`src/rtl/tiler_writer.sv`:
```
// tiler_writer: pairs result beats with DRAM write addresses walked through a 9-digit mixed-radix loop nest.
module tiler_writer #(
  parameter int TOTAL_DIGITS = 9,
  parameter int DIGIT_WIDTH  = 16,
  parameter int ADDR_WIDTH   = 16,
  parameter int DATA_WIDTH   = 576
) (
  input  logic                                    clk,
  input  logic                                    resetn,
  input  logic [2*TOTAL_DIGITS:0][DIGIT_WIDTH-1:0] instruc,
  input  logic                                    instruc_valid,
  output logic                                    instruc_ready,
  input  logic [DATA_WIDTH-1:0]                   din,
  input  logic                                    din_valid,
  output logic                                    din_ready,
  output logic [ADDR_WIDTH-1:0]                   wr_addr,
  output logic [DATA_WIDTH-1:0]                   wr_data,
  output logic                                    wr_last,
  output logic                                    wr_valid,
  input  logic                                    wr_ready,
  output logic                                    busy,
  output logic                                    done
);
  localparam int TD = TOTAL_DIGITS;
  typedef enum logic [1:0] {IDLE, RUN, FLUSH} state_t;
  state_t state, nxt;
  logic [DIGIT_WIDTH-1:0] sz [TD];
  logic [DIGIT_WIDTH-1:0] c [TD];
  logic [ADDR_WIDTH-1:0] st [TD];
  // rb[i] = base + sum over j>=i of c_j*stride_j, so rb[0] is the current address
  logic [ADDR_WIDTH-1:0] rb [TD];
  logic [ADDR_WIDTH-1:0] nv [TD+1];
  logic [ADDR_WIDTH-1:0] bs;
  logic [TD-1:0] w;
  logic [TD:0] cy;
  logic din_hs, wr_hs;
  assign din_hs = din_valid && din_ready;
  assign wr_hs = wr_valid && wr_ready;
  always_comb begin
    cy[0] = 1'b1;
    for (int i = 0; i < TD; i++) begin
      w[i] = c[i] == (sz[i] == '0 ? DIGIT_WIDTH'(0) : sz[i] - DIGIT_WIDTH'(1));
      cy[i+1] = cy[i] && w[i];
    end
    nv[TD] = bs;
    for (int i = TD - 1; i >= 0; i--)
      nv[i] = !cy[i] ? rb[i] : w[i] ? nv[i+1] : rb[i] + st[i];
  end
  always_ff @(posedge clk or negedge resetn)
    if (!resetn) state <= IDLE;
    else state <= nxt;
  always_comb
    nxt = state == IDLE  ? (instruc_valid ? RUN : IDLE) :
          state == RUN   ? (din_hs && cy[TD] ? FLUSH : RUN) :
          state == FLUSH ? (wr_hs && wr_last ? IDLE : FLUSH) : IDLE;
  always_comb begin
    instruc_ready = state == IDLE;
    busy = state != IDLE;
    din_ready = state == RUN && (!wr_valid || wr_ready);
  end
  always_ff @(posedge clk or negedge resetn)
    if (!resetn) begin
      bs <= '0;
      for (int i = 0; i < TD; i++) begin
        sz[i] <= '0;
        st[i] <= '0;
        c[i] <= '0;
        rb[i] <= '0;
      end
    end else if (state == IDLE && instruc_valid) begin
      bs <= ADDR_WIDTH'(instruc[2*TD]);
      for (int i = 0; i < TD; i++) begin
        sz[i] <= instruc[i];
        st[i] <= ADDR_WIDTH'(instruc[TD+i]);
        c[i] <= '0;
        rb[i] <= ADDR_WIDTH'(instruc[2*TD]);
      end
    end else if (din_hs)
      for (int i = 0; i < TD; i++) begin
        c[i] <= !cy[i] ? c[i] : w[i] ? '0 : c[i] + DIGIT_WIDTH'(1);
        rb[i] <= nv[i];
      end
  always_ff @(posedge clk or negedge resetn)
    if (!resetn) begin
      wr_valid <= 1'b0;
      wr_last <= 1'b0;
      wr_addr <= '0;
      wr_data <= '0;
      done <= 1'b0;
    end else begin
      done <= state == FLUSH && wr_hs && wr_last;
      if (din_hs) begin
        wr_valid <= 1'b1;
        wr_last <= cy[TD];
        wr_addr <= rb[0];
        wr_data <= din;
      end else if (wr_ready) begin
        wr_valid <= 1'b0;
        wr_last <= 1'b0;
      end
    end
endmodule

```
`config.mk`:
```
export PLATFORM = sky130hd
export DESIGN_NAME = tiler_writer
export DESIGN_NICKNAME = d
export VERILOG_FILES = /design/src/rtl/tiler_writer.sv
export SDC_FILE = /design/constraint.sdc
export NUM_CORES = 2
export LEC_CHECK = 0
export ABC_AREA = 1
export CORE_AREA = 2 2 576 578
export CTS_CLUSTER_SIZE = 30
export DETAILED_ROUTE_END_ITERATION = 12
export DIE_AREA = 0 0 578 580
export PLACE_DENSITY_LB_ADDON = 0.15
export SLEW_MARGIN = 5
export SYNTH_ARGS = -nofsm -noshare
export SYNTH_HDL_FRONTEND = slang
export SYNTH_SLANG_ARGS = --single-unit
```
`constraint.sdc`:
```
create_clock -name clk -period 7.8 [get_ports clk]
set_input_delay 1.17 -clock clk [delete_from_list [all_inputs] [get_ports clk]]
set_output_delay 1.17 -clock clk [all_outputs]
set_load 0.005 [all_outputs]
```
==> metrics.txt <==
drt total wl between 400,000 and 500,000 µm; post-synthesis adder-cell area fraction 3.44%; Initial Util between 10% and 20%; Buffers on Ports 1,482; Pwr per Cell Area around 350 nW/µm²; worst path cell trace inv_1 > ha_1 > nand2_4 > nor2_4 > nand2_4 > nand3_1 > xor2_1 > nand2_1 > nor3_1 > nand2_1 > nor2_1 > nand2_1 > buf_4 > nor2_2 > nand4_1 > nor2_1 > inv_1 > nand2_1 > nand2_1 > inv_1 > nand2_1 > inv_1 > o32ai_1; Avg Cell Area, Syn 7.64 µm²; most frequent cells after synthesis nand2_1, dfrtp_1, inv_1, nor2_1, nand3_1; Mapped Nets 9,073; number of distinct library cells after synthesis 62; r2r worst-path depth 23; FFs w/ async S/R, synth 100%; Synth Area in Simple Gates 30.5%; Core Region 329,000 µm²; first-pass GRT wire length 580,000 µm; f_max 171 MHz; mux cell area share after synthesis 0%; synth warn 0; RSZ-0062 raised after global routing no; root buf cell clkbuf_16; die extent in x roughly 580 µm; Area growth, synth to finish 42.4%; sequential share of the synthesized area 48.6%; routability congestion estimate 1.00; Worst setup SP type flop; largest family of logic cells by synthesized area simple AND/OR/NAND/NOR gates; r2r setup slk 1.95 ns; FP Rows 211; setup TNS 0 ns; Post-DRT Antenna Nets 0; post-synth top area cell dfrtp_1; Hold Fails Final Rpt 0; delay-heaviest family, CP simple AND/OR/NAND/NOR gates; Layout Skew 0.0591 ns; vias in the first global route 61,800; DR vias 62,600; GRT Total Usage 25.6%; FF-to-FF Start sz[112]$_DFFE_PN0P_; Final min period 5.85 ns; Setup-failing EPs final 0; Seq cells post-synth about 1,200; CTS Sinks 1,189; Lkg Pwr 0.0419 µW; Worst Max-Slew Pin Slew 1.18 ns; clock latency on the worst-skew pair slightly below 0.9 ns; CP arrival 6.51 ns; Final HPWL DP 370,000 µm; Starting DRT DRC Count between 5,000 and 6,000; Hold Buf Count CTS 0; Num CTS Buffers ~170; full die area 335,000 µm²; DR pass1 iterations 6; crit share post-route 75.0%; dpl cell area between 80,000 and 90,000 µm²; compound-gate portion of the synthesized area 8.07%; max cap viols 0; slowest CP cell inv_1; drt wl/cell 31.5 µm; Chip Height 580 µm; Post-CTS Resized 0; drt drc 0; clock-pin slew on the worst setup and hold paths 0.06 ns; max-slew violations 0; synth top area cells dfrtp_1, nand2_1, inv_1, ha_1, nand3_1; cell area after layout between 80,000 and 90,000 µm²; Buf/Inv on CP 5; status complete, no violations; mapped cell area 61,300 µm²; commonest register cell after synthesis dfrtp_1; fin nets ~11,000; xor/xnor cell area share of the yosys netlist 3.49%; worst hold path class input port to async pin; CTS tree yes; drt via density 4.46; delay of the slowest critical-path stage 0.73 ns; initial antenna violation count 207; Longest Clk Path Bufs 4; critical path's most frequent cell nand2_1; EDFF count, synth 0; worst r2r dst c[7]$_DFFE_PN0P_; Post-Syn Instances 8,025; slew margin rel. 21.2%; postcts setup bufs 0; top-area cell type share of the netlist area 48.6%; maximum fanout along the worst path 26; share of layout cells above drive strength 1 4.52%; CP endpoint kind flop; peak supply drop around 0.17 mV; H-tree depth 4; Crit Path Class flop to flop; CP required 8.46 ns; grt ovf 0; number of cells on the critical path 23; most common cell in the netlist nand2_1; Top Ports about 1,500; largest net degree at the start of global routing a little under 200
## report_power, final
part	switching [µW]	internal (µW)	leakage (µW)
Combinational	7790	4620	0.0246
Sequential	1630	7790	0.0143
Clock	3370	5060	0.00291
Total	12800	17500	0.0419
## stage by stage
stage	total power, µW	instances	hold WS [ns]	util, %	worst slack (ns)
final	30300	14000	0.333	26.5	1.95
after detailed placement	21900	13700	0.465	24.7	1.64
after global routing	32100	14000	0.333	26.5	1.16
after CTS	30600	14000	0.293	26.5	1.60
after floorplan	15400	8025	0.449	-	4.23
after global placement	21900	13700	0.465	24.7	1.70
## how the worst max path moves through the flow
stage                          end  slack, ns                start
2_1_floorplan  rb[126]$_DFFE_PN0P_       4.23  sz[128]$_DFFE_PN0P_
3_3_place_gp      c[6]$_DFFE_PN0P_       1.70  sz[112]$_DFFE_PN0P_
3_5_place_dp      c[7]$_DFFE_PN0P_       1.64   sz[96]$_DFFE_PN0P_
4_1_cts           c[7]$_DFFE_PN0P_       1.60   sz[96]$_DFFE_PN0P_
5_1_grt          c[12]$_DFFE_PN0P_       1.16   sz[96]$_DFFE_PN0P_
6_report          c[7]$_DFFE_PN0P_       1.95  sz[112]$_DFFE_PN0P_
## metal layers
metal | up-vias | wire length, µm | GRT usage [%]
li1 | 28600 | - | -
met1 | 30900 | 179000 | 31.1
met2 | 2298 | 202000 | 41.7
met3 | 641 | 39100 | 8.67
met4 | 130 | 19600 | 9.58
met5 | - | 833 | 0
## cell families (layout without fill, tap and decap cells)
logic type	Yosys count	count (layout)
AO/OA/AOI/OAI	857	857
XOR/XNOR	244	244
adder cells (fa/ha/maj)	163	163
buffers and inverters	958	2533
flip-flops	1189	1189
other	0	52
AND/OR/NAND/NOR	4614	4614
## area by class of cell
class	instances	area, µm²
inverter	669	2530
multi-input combinational	5878	27900
fill	36100	242000
sequential	1189	29800
timing repair buffer	1554	15600
antenna	52	130
clock inverter	54	807
clock buffer	256	5100
tap	4366	5460
## layout by cell type, fill, tap and decap left out, types with 51 or more instances in the layout
| cell type | count |
|---|---|
| nand3_1 | 375 |
| nor3_1 | 90 |
| xnor2_1 | 51 |
| nand4_1 | 107 |
| nor2_1 | 424 |
| buf_4 | 59 |
| a21oi_1 | 234 |
| a22oi_1 | 88 |
| o22ai_1 | 62 |
| o21ai_0 | 347 |
| xor2_1 | 193 |
| nand2_1 | 3488 |
| clkbuf_16 | 175 |
| diode_2 | 52 |
| inv_1 | 655 |
| clkdlybuf4s50_1 | 1481 |
| ha_1 | 154 |
| dfrtp_1 | 1189 |
## state kept, by name, summed over array words and instances, names as in the netlist
name      flops
st          144
wr_addr      16
c           144
wr_valid      1
bs           16
sz          144
rb          144
done          1
wr_last       1
wr_data     576
state         2
Power figures use the tool's default switching activity.
